--- config.mk ---
export PLATFORM = sky130hd
export DESIGN_NAME = nonce_report_queue
export DESIGN_NICKNAME = d
export VERILOG_FILES = /design/src/rtl/nonce_report_queue_pkg.sv /design/src/rtl/nonce_report_queue_fifo.sv /design/src/rtl/nonce_report_queue.sv
export SDC_FILE = /design/constraint.sdc
export NUM_CORES = 1
export LEC_CHECK = 0
export BUFFER_PORTS_ARGS = -buffer_cell sky130_fd_sc_hd__buf_4
export CORE_UTILIZATION = 28
export CTS_CLUSTER_SIZE = 8
export DETAILED_ROUTE_END_ITERATION = 8
export PLACE_DENSITY = 0.47
export SETUP_SLACK_MARGIN = 0.1
export SLEW_MARGIN = 10
export SYNTH_ARGS = -nofsm -noshare
export SYNTH_HDL_FRONTEND = slang
export SYNTH_HIERARCHICAL = 1
export SYNTH_SLANG_ARGS = --single-unit
--- constraint.sdc ---
create_clock -name clk -period 11.1 [get_ports clk]
set_input_delay 1.11 -clock clk [delete_from_list [all_inputs] [get_ports clk]]
set_output_delay 1.11 -clock clk [all_outputs]
set_load 0.01 [all_outputs]
--- src/rtl/nonce_report_queue_pkg.sv ---
// Shared definitions for the nonce report queue: nonce width and transmit FSM encoding.
package nonce_report_queue_pkg;

  localparam int NONCE_W = 32;

  typedef enum logic [1:0] {
    ST_IDLE      = 2'd0,
    ST_SEND      = 2'd1,
    ST_WAIT_BUSY = 2'd2,
    ST_WAIT_DONE = 2'd3
  } tx_state_e;

endpackage

--- src/rtl/nonce_report_queue_fifo.sv ---
// nonce_fifo: DEPTH-entry circular buffer of nonces with registered fill count.
module nonce_fifo
  import nonce_report_queue_pkg::*;
#(
  parameter int DEPTH = 8,
  parameter int CNT_W = 4
) (
  input  logic               clk,
  input  logic               reset,
  input  logic               push_i,
  input  logic [NONCE_W-1:0] push_data_i,
  input  logic               pop_i,
  output logic [NONCE_W-1:0] head_o,
  output logic               full_o,
  output logic               empty_o,
  output logic [CNT_W-1:0]   count_o
);

  localparam int AW = $clog2(DEPTH);

  logic [NONCE_W-1:0] mem_q [DEPTH];
  logic [AW-1:0]      wr_ptr_q, rd_ptr_q;
  logic [CNT_W-1:0]   count_q;
  logic               push_ok, pop_ok;

  assign full_o  = (count_q == CNT_W'(DEPTH));
  assign empty_o = (count_q == '0);
  assign head_o  = mem_q[rd_ptr_q];
  assign count_o = count_q;

  // A push into a full buffer is only legal when the head leaves at the same edge.
  assign push_ok = push_i && (!full_o || pop_i);
  assign pop_ok  = pop_i && !empty_o;

  always_ff @(posedge clk) begin
    if (push_ok && !reset) mem_q[wr_ptr_q] <= push_data_i;
  end

  always_ff @(posedge clk) begin
    if (reset) begin
      wr_ptr_q <= '0;
      rd_ptr_q <= '0;
      count_q  <= '0;
    end else begin
      if (push_ok) wr_ptr_q <= wr_ptr_q + 1'b1;
      if (pop_ok)  rd_ptr_q <= rd_ptr_q + 1'b1;
      case ({push_ok, pop_ok})
        2'b10:   count_q <= count_q + CNT_W'(1);
        2'b01:   count_q <= count_q - CNT_W'(1);
        default: count_q <= count_q;
      endcase
    end
  end

endmodule

--- src/rtl/nonce_report_queue.sv ---
// Queues golden nonces and feeds them one at a time to serial_transmit.
// Optional NONCE_DEDUP_EN drops a hit equal to the last accepted nonce.
module nonce_report_queue
  import nonce_report_queue_pkg::*;
#(
  parameter int DEPTH = 8,
  parameter int CNT_W = 4
) (
  input  logic               clk,
  input  logic               reset,
  input  logic               hit_valid,
  input  logic [NONCE_W-1:0] hit_nonce,
  input  logic               tx_busy,
  output logic               tx_send,
  output logic [NONCE_W-1:0] tx_word,
  output logic [CNT_W-1:0]   fill_count,
  output logic               overflow,
  output tx_state_e          dbg_state
);

  tx_state_e          state_q, state_d;
  logic [NONCE_W-1:0] tx_word_q;
  logic               overflow_q;
  logic               pop, push, drop, hit_new, hit_dup;
  logic               fifo_full, fifo_empty;
  logic [NONCE_W-1:0] fifo_head;

  // Handshake: tx_send is a one-cycle strobe; serial_transmit raises tx_busy
  // some time later and drops it when done. A new word goes out only after
  // tx_busy has been seen high and then low again.
  always_comb begin
    state_d = state_q;
    pop     = 1'b0;
    case (state_q)
      ST_IDLE: begin
        if (!fifo_empty && !tx_busy) begin
          pop     = 1'b1;
          state_d = ST_SEND;
        end
      end
      ST_SEND:      state_d = ST_WAIT_BUSY;
      ST_WAIT_BUSY: if (tx_busy)  state_d = ST_WAIT_DONE;
      ST_WAIT_DONE: if (!tx_busy) state_d = ST_IDLE;
      default:      state_d = ST_IDLE;
    endcase
  end

`ifdef NONCE_DEDUP_EN
  logic [NONCE_W-1:0] last_q;
  logic               last_vld_q;

  assign hit_dup = last_vld_q && (hit_nonce == last_q);

  always_ff @(posedge clk) begin
    if (reset) begin
      last_q     <= '0;
      last_vld_q <= 1'b0;
    end else if (push) begin
      last_q     <= hit_nonce;
      last_vld_q <= 1'b1;
    end
  end
`else
  assign hit_dup = 1'b0;
`endif

  assign hit_new = hit_valid && !hit_dup;
  assign push    = hit_new && (!fifo_full || pop);
  assign drop    = hit_new && fifo_full && !pop;

  always_ff @(posedge clk) begin
    if (reset) begin
      state_q    <= ST_IDLE;
      tx_word_q  <= '0;
      overflow_q <= 1'b0;
    end else begin
      state_q <= state_d;
      if (pop)  tx_word_q  <= fifo_head;
      if (drop) overflow_q <= 1'b1;
    end
  end

  nonce_fifo #(
    .DEPTH(DEPTH),
    .CNT_W(CNT_W)
  ) u_fifo (
    .clk         (clk),
    .reset       (reset),
    .push_i      (push),
    .push_data_i (hit_nonce),
    .pop_i       (pop),
    .head_o      (fifo_head),
    .full_o      (fifo_full),
    .empty_o     (fifo_empty),
    .count_o     (fill_count)
  );

  assign tx_send   = (state_q == ST_SEND);
  assign tx_word   = tx_word_q;
  assign overflow  = overflow_q;
  assign dbg_state = state_q;

endmodule

==> results of run 1 <==
how the worst max path moves through the flow:
stage	from	depth (start not counted)	to	slack [ns]
floorplan	tx_busy	6	u_fifo/mem_q[1][0]	5.22
global placement	tx_busy	11	u_fifo/count_o[3]	6.83
detailed placement	tx_busy	7	u_fifo/mem_q[7][23]	6.70
CTS	u_fifo/count_o[1]	11	u_fifo/count_o[3]	7.10
global route	u_fifo/count_o[1]	11	u_fifo/count_o[3]	6.86
finish	u_fifo/count_o[1]	11	u_fifo/count_o[3]	7.14
per-stage QoR:
step | utilization | setup slack [ns]
final | 0.3451 | 7.137
after CTS | 0.3451 | 7.096
after global routing | 0.3451 | 6.862
after global placement | 0.3134 | 6.832
after floorplan | - | 5.220
after detailed placement | 0.3134 | 6.700
worst max-delay path: stages, from the launching register on:
cell and delay [ns]:
dfxtp_1 0.37, nor4_1 0.42, or3b_1 0.18, buf_4 0.44, clkinv_4 0.48, o21ai_4 0.47, ha_1 0.27, ha_1 0.29
a21oi_1 0.21, a21oi_1 0.11, or4_1 0.48, a21oi_1 0.15
power groups by stage:
stage	sequential (W)	clock (W)	combinational, W
after global placement	0.00136	0	0.000391
after floorplan	0.00136	0	0.000270
final	0.00134	0.00123	0.000389
after CTS	0.00134	0.00127	0.000402
after global routing	0.00135	0.00132	0.000430
after detailed placement	0.00136	0	0.000400
flip-flops by register name, summed over array words and instances, names as in the netlist, named ones only:
register         flops
dbg_state            2
u_fifo/rd_ptr_q      3
u_fifo/wr_ptr_q      3
tx_word             32
u_fifo/count_o       4
overflow             1
u_fifo/mem_q       256
per-layer routing:
metal / vias up / part of all wire / GRT usage
li1: 2596 / - / -
met1: 2964 / 0.44 / 0.1545
met2: 126 / 0.50 / 0.2038
met3: 40 / 0.044 / 0.02460
met4: 2 / 0.017 / 0.03676
met5: - / 0.00053 / 0
cell type report:
cell class | count | area (um2)
Inverter | 8 | 35.03
Timing Repair Buffer | 86 | 645.6
Clock buffer | 79 | 1275
Multi-Input combinational cell | 262 | 2824
Fill cell | 3895 | 26800
Tap cell | 532 | 665.6
Clock inverter | 2 | 25.02
Sequential cell | 304 | 8655
layout by cell type (no fill, tap or decap), drive strengths merged, types with 4 or more instances in the layout:
master,n
edfxtp,256
buf,86
clkbuf,79
nand2,66
mux4,64
dfxtp,48
a21oi,37
mux2,33
nor2,17
ha,9
inv,7
nor3,4
xor2,4
cells by family after synthesis:
| family | count (synthesis) |
|---|---|
| compound gates | 46 |
| xor+xnor | 6 |
| fa+ha+maj | 10 |
| buf+inv | 38 |
| flops | 304 |
| mux | 100 |
| simple gates | 100 |
==> results.md, run 1 <==
Timing:
- The final count of negative-setup-slack endpoints is 0.
- Setup repair after global routing left no endpoint under its margin.
- The maximum clock skew at final layout is around 0.013 ns.
- The final-layout setup total negative slack is 0 ns.
- The number of slew-limit violations in the final report is 0.
- The worst pin sits at a relative slew slack of 0.2256.
- The achievable clock frequency is between 200 and 300 MHz.
- The share of the clock period used by the worst path after layout is 0.3571.
- The minimum clock period is around 4 ns.
- The worst hold slack is around 0.45 ns.
- The hold violation count in the final report is 0.
- At the pin with the least slew margin, the transition time is 1.159 ns.

Clock network:
- The clock insertion delay at the later pin of the skew report is 0.53 ns.
- The H-tree depth is 2.
- The clock sink total is 304.
- After clock tree synthesis, the flow added hold-fix buffers numbering 0.
- TritonCTS built the clock tree.
- Clock tree synthesis selected as its root buffer the cell clkbuf_16.
- In this run, CTS created clock tree buffers numbering 44.
- After clock tree synthesis, the setup repair step added 0 buffers.
- Gates resized during post-CTS repair numbered 0.
- The longest clock path from root to sink contains 3 buffers.
- The clock transition at the registers of the reported paths is around 0.05 ns.

Layout:
- The ratio of cells with drive above 1 in the final layout is 0.3563.
- The finished layout holds 1,273 standard cells, fillers aside.
- The repair_antennas step left the layout with diodes totalling 0.
- The number of nets in the layout is between 700 and 800.
- The final instance area is between 10,000 and 15,000 um2.
- Compared with the post-synthesis result, the final layout area differs by 21.32%.

Power and ir drop:
- The share of total power dissipated in combinational logic is 0.131.
- The net switching power is 0.0007150 W.
- The part of the total power dissipated in the clock network is 0.417.
- The total leakage power is around 4.5 nW.
- The total internal power is around 0.0022 W.
- The share of total power dissipated in sequential elements is 0.452.
- IR analysis of the VDD net gives a maximum drop of between 0.0001 and 0.00015 V.
- The fraction of power spent switching nets is 0.2413.
- Dividing total power by cell area gives a power density of 209.8 nW/um2.
- The total power is between 0.002 and 0.003 W.

Global route:
- The number of global-route vias before repair is between 6,000 and 7,000.
- The leftover overflow at the end of global routing is 0.
- The aggregate global-route resource usage is 0.1203.
- The first global-routing pass estimated 37,970 um of wire.
- The initial antenna violation count is 1.
- Entering global routing, the biggest net connects 65 pins.

Setup path:
- The startpoint identified for the worst register-to-register timing path is u_fifo/count_o[1].
- The startpoint-to-endpoint class of the critical path is reg -> reg.
- The highest net fanout along the worst path is 35.
- STA puts the critical path data arrival time at roughly 4.4 ns.
- STA classifies the critical path endpoint as a flip-flop.
- The endpoint identified for the worst register-to-register timing path is u_fifo/count_o[3].
- The depth of the worst register-to-register path is 11.
- Data on the critical path is required at its endpoint by roughly 12 ns.
- The startpoint class of the critical path is a flip-flop.
- The worst register-to-register path has a setup slack of slightly above 7 ns.

Route:
- The average detailed-routed wire length per instance is between 15 and 20 um.
- The first detailed-routing pass ran for 5 iterations.
- The remaining routing DRC violations is 0.
- The number of design-rule violations left by the first detailed-router iteration is ~300.
- The final route contains 5,728 vias.
- The total wire length is about 25,000 um.
- The residual antenna-violating net count after detailed routing is 0.
- The detail-routed via count per cell is between 4 and 5.

Synthesis:
- The fraction of synthesis flops using an asynchronous set or reset pin is 0.
- In the post-synthesis netlist, the cell with the most instances is edfxtp_1.
- Sorting the synthesized cells by area gives the leading types as edfxtp_1, mux4_2, dfxtp_1.
- The cell count after synthesis is a little over 600.
- The fraction of the mapped netlist area in adder cells is 0.01139.
- The number of synthesized register bits is slightly above 300.
- Of the post-synthesis cell area, the part taken by muxes is 0.1583.
- The area share of xor/xnor cells in the synthesized design is 0.004514.
- The mapped netlist covers 11,640 um2.
- The average instance area after synthesis is a little under 20 um2.
- Yosys mapped a number of flops with a built-in enable equal to 256.
- The fraction of post-synthesis cell area in the top cell type by area is 0.6603.
- Of the total synthesized cell area, the portion taken by AND, OR, NAND and NOR gates is 0.03837.
- The number of different library cells used by synthesis comes to between 40 and 50.
- Yosys printed 6 warnings.
- Counting every net in the synthesized netlist gives 650.
- In the synthesized netlist, the cells that appear most often are edfxtp_1, mux4_2, nand2_1.
- The main combinational cell family by area after synthesis is multiplexers.
- The predominant post-synthesis flop cell is edfxtp_1.
- The complex-gate fraction of the synthesized area is 0.02579.
- The sequential-to-total area share from yosys stat is 0.7428.
- The biggest area contributor in the post-synthesis netlist is edfxtp_1.

Worst hold path:
- The hold path startpoint is tx_word[27].
- The tightest min-delay check is of the reg -> reg type.
- The end point of the worst hold path is tx_word[27].
- The worst hold path passes through 2 cells.

Placed design:
- The HPWL after detailed placement is 14,130 um.
- The cell area after placement is around 13,000 um2.
- The number of buffers added on ports is between 70 and 80.
- The routability-driven placement congestion ratio is 0.7673.
- The cell count after placement is 1,192.

Floorplan:
- The die width is roughly 210 um.
- The floorplan step defined a core boundary enclosing roughly 40,000 um2.
- The floorplan step defined a die boundary enclosing around 42,000 um2.
- The site row count is 74.
- For this configuration, the core starts out at a cell density of 0.2845.
- The overall die height is around 200 um.
- The number of top-level design ports is 76.

Run status:
- The run finished with clean final reports.

Flow run:
- Max-cap violations in this run came to 0.
Note: power is estimated with default switching activity, not from simulation.
==> run 2: changes to the inputs <==
==> constraint.sdc (replaced) <==
create_clock -name clk -period 3.8 [get_ports clk]
set_input_delay 0.38 -clock clk [delete_from_list [all_inputs] [get_ports clk]]
set_output_delay 0.38 -clock clk [all_outputs]
set_load 0.01 [all_outputs]
==> results.md, run 2 (synthesis gave the netlist of run 1 again) <==
Timing:
- The final count of negative-setup-slack endpoints is 0.
- In this run the tightest slew margin relative to its limit is 0.3035.
- At the pin with the least slew margin, the transition time is about 1.0 ns.
- Across all setup checks in the final design, the least slack found is roughly 0.35 ns.
- The share of the clock period used by the worst path after layout is 0.9072.
- The number of slew-limit violations in the final report was 0.
- The minimum clock period is approximately 3.4 ns.
- The hold violation count in the final report was 0.
- The maximum clock skew at final layout is about 0.031 ns.
- Setup repair after global routing left no endpoint under its margin.
- The achievable clock frequency is between 200 and 300 MHz.

Setup path:
- The signal arrival time at the worst endpoint is approximately 3.9 ns.
- The worst setup path is captured at a flip-flop.
- The worst register-to-register path begins at u_fifo/count_o[1].
- The startpoint class of the critical path is a flip-flop.
- The timing startpoint of the critical path is u_fifo/count_o[1].
- At the worst endpoint, the required time is 4.23 ns.
- In this run the worst path has a maximum fanout of 34.
- The setup path with the least slack is of type reg -> reg.

Placed design:
- The routability-driven placement congestion ratio is 0.7488.
- The HPWL after detailed placement is around 14,000 um.
- During placement, the flow inserted port buffers numbering 75.
- The placed instances occupy a cell area of ~13,000 um2.
- At the placement stage, the worst setup path has a slack of ~0.28 ns.

Power and ir drop:
- Of the total power, the share spent switching nets is 0.2438.
- The share of total power dissipated in sequential elements is 0.457.
- The analysis attributes to net switching a power of 0.002098 W.
- The total leakage power is roughly 4.6 nW.
- The internal power of the cells totals roughly 0.0065 W.
- The part of the total power dissipated in the clock network is 0.411.
- In this run the power density over the cells is 607.0 nW/um2.
- Total power for the finished layout comes to 0.008609 W.
- The largest voltage drop on the vdd net is about 0.0003 V.
- The share of total power dissipated in combinational logic is 0.133.

Layout:
- The top cell types in the final layout, fill and taps aside, are edfxtp_1, buf_4, mux4_2, nand2_1, dfxtp_1.
- The flip-flop count of the largest register after layout is approximately 260.
- The layout has between 3,000 and 4,000 filler cells.
- The final instance area is around 14,000 um2.
- The area overhead of the layout relative to synthesis is 21.82%.
- The number of nets in the layout is about 760.
- 0 antenna diodes ended up in the layout.
- The final core area utilization is 0.3466.
- The register with the most flip-flops in the final layout is u_fifo/mem_q.
- The library cell used most frequently in the layout, excluding fill and tap cells, is edfxtp_1.
- In the final layout, the share of cells above drive strength 1 is 0.3641.

Clock network:
- After clock tree synthesis, the clock-pin slew on the worst setup and hold paths is 0.05 ns.
- The H-tree depth is 2.
- In this run the post-CTS setup repair buffer count came out at 0.
- The hold-fix buffer count after cts is 0.
- The clock tree from TritonCTS is built.
- The longest clock path from root to sink contains 3 buffers.
- The clock root buffer master is clkbuf_16.
- The clock insertion delay at the later pin of the skew report is 0.54 ns.
- Buffers inserted during clock tree synthesis total 44.
- The clock sink total is around 300.

Route:
- The residual antenna-violating net count after detailed routing is 0.
- The number of search-and-repair iterations in the first detailed-routing pass is 4.
- Dividing the detail-routed wire length by the instance count gives 19.03 um.
- The detail-routed via count per cell is around 4.5.
- The remaining routing DRC violations is 0.
- The total wire length is approximately 24,000 um.
- Detailed routing inserted a total of 5,700 vias.
- After the first detailed-routing iteration, the DRC count stood at approximately 450.

Run status:
- The flow ran to the end, and the final reports show no timing, DRC or antenna violations.

Floorplan:
- The die is 205.9 um wide.
- The number of top-level design ports is 76.
- The overall die height is 205.9 um.
- The die covers approximately 42,000 um2.
- The site row count is 74.
- The standard cell core area is 40,920 um2.
- For this configuration, the core starts out at a cell density of 0.2845.

Global route:
- The number of global-route vias before repair is approximately 6,200.
- The global-route wire length before repair is roughly 38,000 um.
- Summed over all layers, the global routing overflow is 0.
- The aggregate global-route resource usage is 0.1194.
- The largest net degree at the start of global routing is 65.
- The initial antenna violation count is 1.

Worst hold path:
- The worst hold path begins at hit_nonce[31].
- The min-delay analysis places its worst path in the category in -> reg.

Flow run:
- The tool flagged a number of max-cap violations equal to 0.
run 2: cell count changes in the layout (fill, tap and decap cells not counted), sizes merged:
cell and change:
buf +6, clkbuf -3, inv +2, clkinvlp +1
run 2: through the flow:
stage	TNS [ns]	std cells	hold WS, ns
5_1_grt	0	1279	0.06631
2_1_floorplan	-74.36	604	0.4491
3_5_place_dp	0	1198	0.4483
4_1_cts	0	1279	0.05436
3_3_place_gp	0	1198	0.4459
6_report	0	1279	0.07576
run 2: metal layers:
layer | up-vias | track usage | wire length (um)
met5 | - | 0 | 15
met4 | 2 | 0.03493 | 476
met3 | 42 | 0.02428 | 1179
met2 | 123 | 0.1937 | 11730
met1 | 2917 | 0.1615 | 10930
li1 | 2616 | - | -
run 2: timing repair:
| action | in CTS | in global routing |
|---|---|---|
| setup endpoints to repair | 0 | 1 |
| endpoints found under the hold margin | 0 | 0 |
| gates resized for setup | 0 | 1 |
run 2: layout make-up:
type                       instances  area [um2]  share of cell area
clock buffer                      76        1221             0.08610
sequential                       304        8657              0.6104
clock inverter                     5       57.56            0.004058
inverter                           8       35.03            0.002470
tap                              532       665.6             0.04693
timing repair buffer              92       706.9             0.04985
multi-input combinational        262        2839              0.2002
run 2: worst paths after layout:
| check | end | slack (ns) | cells past startpoint |
|---|---|---|---|
| worst min-delay path | u_fifo/mem_q[3][31] | 0.08 | 1 |
| worst max register to register | u_fifo/count_o[3] | 0.35 | 11 |
| worst min register to register | tx_word[31] | 0.45 | 2 |
| worst max-delay path | u_fifo/count_o[3] | 0.35 | 11 |
run 2: power by group through the flow:
| stage | Combinational (W) | Clock [W] | Sequential (W) |
|---|---|---|---|
| final | 0.00114 | 0.00354 | 0.00393 |
| after detailed placement | 0.00116 | 0 | 0.00400 |
| after global placement | 0.00113 | 0 | 0.00399 |
| after global routing | 0.00126 | 0.00378 | 0.00396 |
| after floorplan | 0.000789 | 0 | 0.00396 |
| after CTS | 0.00117 | 0.00364 | 0.00394 |
run 2: critical path, cell delays in order, from the launching register on:
cell and delay (ns):
dfxtp_1 0.37, nor4_1 0.47, or3b_2 0.22, buf_6 0.32
clkinv_4 0.12, o21ai_4 0.36, ha_1 0.27, ha_1 0.29
a21oi_1 0.21, a21oi_1 0.12, or4_1 0.47, a21oi_1 0.15
==> run 3: changes to the inputs <==
--- a/config.mk
+++ b/config.mk
@@ -6,10 +6,10 @@
 export NUM_CORES = 1
 export LEC_CHECK = 0
 export BUFFER_PORTS_ARGS = -buffer_cell sky130_fd_sc_hd__buf_4
-export CORE_UTILIZATION = 28
+export CORE_UTILIZATION = 60
 export CTS_CLUSTER_SIZE = 8
 export DETAILED_ROUTE_END_ITERATION = 8
-export PLACE_DENSITY = 0.47
+export PLACE_DENSITY = 0.83
 export SETUP_SLACK_MARGIN = 0.1
 export SLEW_MARGIN = 10
 export SYNTH_ARGS = -nofsm -noshare
==> results.md, run 3 (synthesis gave the netlist of run 1 again) <==
Run status:
- The run finished with clean final reports.

Floorplan:
- For this configuration, the core starts out at a cell density of 0.6162.
- The site row count is 50.
- The die width is around 140 um.
- The number of top-level design ports is 76.
- After floorplanning, the core was sized to cover around 19,000 um2.
- The overall die height is between 100 and 150 um.
- The floorplan step defined a die boundary enclosing 19,970 um2.

Setup path:
- In this run the worst path has a maximum fanout of 35.
- The startpoint-to-endpoint class of the critical path is reg -> reg.
- The sort of element at the end of the critical path is a flip-flop.
- Data on the critical path arrives at its endpoint at 3.91 ns.
- Across all register-to-register paths, the minimum setup slack is approximately 0.31 ns.
- The destination of the worst register-to-register timing path is u_fifo/count_o[3].
- The required time reported for the critical path endpoint is between 4 and 5 ns.
- The worst register-to-register path begins at u_fifo/count_o[1].
- For the worst flop-to-flop path, the logic depth is 10.
- The worst setup path is launched from a flip-flop.

Power and ir drop:
- Cell internal power was estimated by the tool at ~0.0065 W.
- Of the total power, the share spent switching nets is 0.2407.
- The fraction of power consumed by combinational cells is 0.136.
- The design draws approximately 0.0085 W.
- The net switching power is 0.002046 W.
- The sequential share of power is 0.461.
- The part of the total power dissipated in the clock network is 0.403.
- The total leakage power is 4.536 nW.
- The power per unit of standard cell area is 616.3 nW/um2.
- VDD sags by at most ~0.00047 V.

Layout:
- The diode insertion count for antenna repair is 0.
- For this run, the post-layout net count is 760.
- The ratio of cells with drive above 1 in the final layout is 0.3601.
- The register containing the most flip-flops in the final layout is u_fifo/mem_q.
- Leaving out fill and tap cells, the most frequent cell in the layout is edfxtp_1.
- Measured on the finished design, the core utilization comes to 0.7300.
- Compared with the post-synthesis result, the final layout area differs by 18.46%.
- The top cell types in the final layout, fill and taps aside, are edfxtp_1, buf_4, mux4_2, nand2_1, dfxtp_1.
- The flip-flop count of the largest register after layout is approximately 260.

Clock network:
- CTS built an H-tree with a depth of 2.
- The buffer levels on the longest clock path is 3.
- The number of hold buffers added after CTS was 0.
- The cell sitting at the root of the clock tree is a clkbuf_16.
- The clock sink total is around 300.
- The clock transition at the registers of the reported paths is ~0.050 ns.
- Clock tree synthesis inserted a total of 43 buffers.
- The clock insertion delay at the later pin of the skew report is approximately 0.52 ns.
- TritonCTS built the clock tree.

Timing:
- The number of slew-limit violations in the final report is 0.
- The minimum clock period is 3.487 ns.
- The hold violation count in the final report is 0.
- The headroom to the max-slew limit is 0.3655.
- The slew of the pin with the lowest slew margin is around 0.95 ns.
- Setup repair after global routing left no endpoint under its margin.
- The achievable clock frequency is 286.8 MHz.
- Setup violations remaining at the end of the flow were counted as 0.
- Setup total negative slack on the finished layout was measured at 0 ns.
- Dividing the final minimum period by the clock period gives 0.9177.
- The maximum clock skew at final layout is about 0.026 ns.

Global route:
- After global routing the overflow that remains totals 0.
- For this run, the total global-route usage over all layers was measured as 0.2563.
- The initial antenna violation count was 0.
- The largest net degree at the start of global routing is 56.
- The number of global-route vias before repair is between 6,000 and 7,000.
- The first global-routing pass estimated between 30,000 and 40,000 um of wire.

Worst hold path:
- The worst hold path begins at hit_nonce[11].
- The end point of the worst hold path is u_fifo/mem_q[1][11].
- Counting instances, the worst hold path has a depth of 1.
- The class of the tightest hold or removal check is in -> reg.

Route:
- Using the TritonRoute via totals, the vias-per-cell ratio works out to a little under 6.
- The first detailed-routing pass ran for 5 iterations.
- The detail route stage leaves a number of antenna-violating nets equal to 0.
- The routed length on met3 is between 1000 and 1500 um.
- For this block, the via count after detailed routing is 5,991.
- Signal routing reaches up to met4.
- The number of design-rule violations left by the first detailed-router iteration is around 480.
- The average detailed-routed wire length per instance is about 24 um.
- The routed metal-1 wirelength is 9781 um.
- For this block, the routed nets add up to between 20,000 and 25,000 um of wire.
- In the routed design, unresolved DRC markers number 0.
- After detailed routing, the met2 layer carries between 10,000 and 15,000 um of wire.

Placed design:
- The HPWL after detailed placement is approximately 13,000 um.
- The number of buffers added on ports is between 70 and 80.
- The routability-driven placement congestion ratio is between 0.8 and 0.9.

Flow run:
- The max capacitance violation total is 0.
## run 3: power by group through the flow
stage / sequential [W] / clock, W / combinational [W]
final: 0.00392 / 0.00343 / 0.00115
after global routing: 0.00394 / 0.00361 / 0.00124
after CTS: 0.00392 / 0.00346 / 0.00116
after detailed placement: 0.00398 / 0 / 0.00113
after global placement: 0.00396 / 0 / 0.00109
after floorplan: 0.00396 / 0 / 0.000789
## run 3: area by class of cell
class	count	area, um2
sequential	304	8655
fill	1086	5101
multi-input combinational	262	2839
clock buffer	77	1204
timing repair buffer	95	725.7
tap	260	325.3
inverter	8	35.03
clock inverter	1	8.758
## run 3: worst max-delay path: stages, from the launching register on
cell and delay [ns]:
dfxtp_1 0.37, nor4_1 0.44, or3b_1 0.31, clkinv_4 0.33, o41a_1 0.31, ha_1 0.28, ha_1 0.35, a21oi_1 0.24
a21oi_1 0.15, or4_1 0.48, a21oi_1 0.15
## run 3: how the worst max path moves through the flow
stage	startpoint	endpoint	slack (ns)	cells after the start
after floorplan	dbg_state[0]	u_fifo/mem_q[0][0]	-0.69	8
after global placement	u_fifo/count_o[1]	u_fifo/count_o[3]	0.57	10
after detailed placement	u_fifo/count_o[1]	u_fifo/count_o[3]	0.38	10
after CTS	u_fifo/count_o[1]	u_fifo/count_o[3]	0.22	10
after global routing	u_fifo/count_o[1]	u_fifo/count_o[3]	0.12	10
final	u_fifo/count_o[1]	u_fifo/count_o[3]	0.31	10
## run 3: routing by layer
layer	GRT usage	vias up
li1	-	2612
met1	0.3373	3113
met2	0.4364	219
met3	0.04354	47
met4	0.09325	0
met5	0	-
## run 3: what timing repair did
action | CTS | global route
buffers inserted | 0 | 2
setup endpoints to repair | 0 | 1
gates resized for setup | 0 | 0
## run 3: through the flow
stage	setup slack [ns]	instance area, um2	hold WS (ns)	cells
floorplan	-0.6920	11670	0.4491	604
global placement	0.5739	12560	0.4443	927
detailed placement	0.3754	12560	0.4507	927
CTS	0.2220	13780	0.08002	1005
global route	0.1192	13790	0.08234	1007
finish	0.3127	13790	0.08934	1007
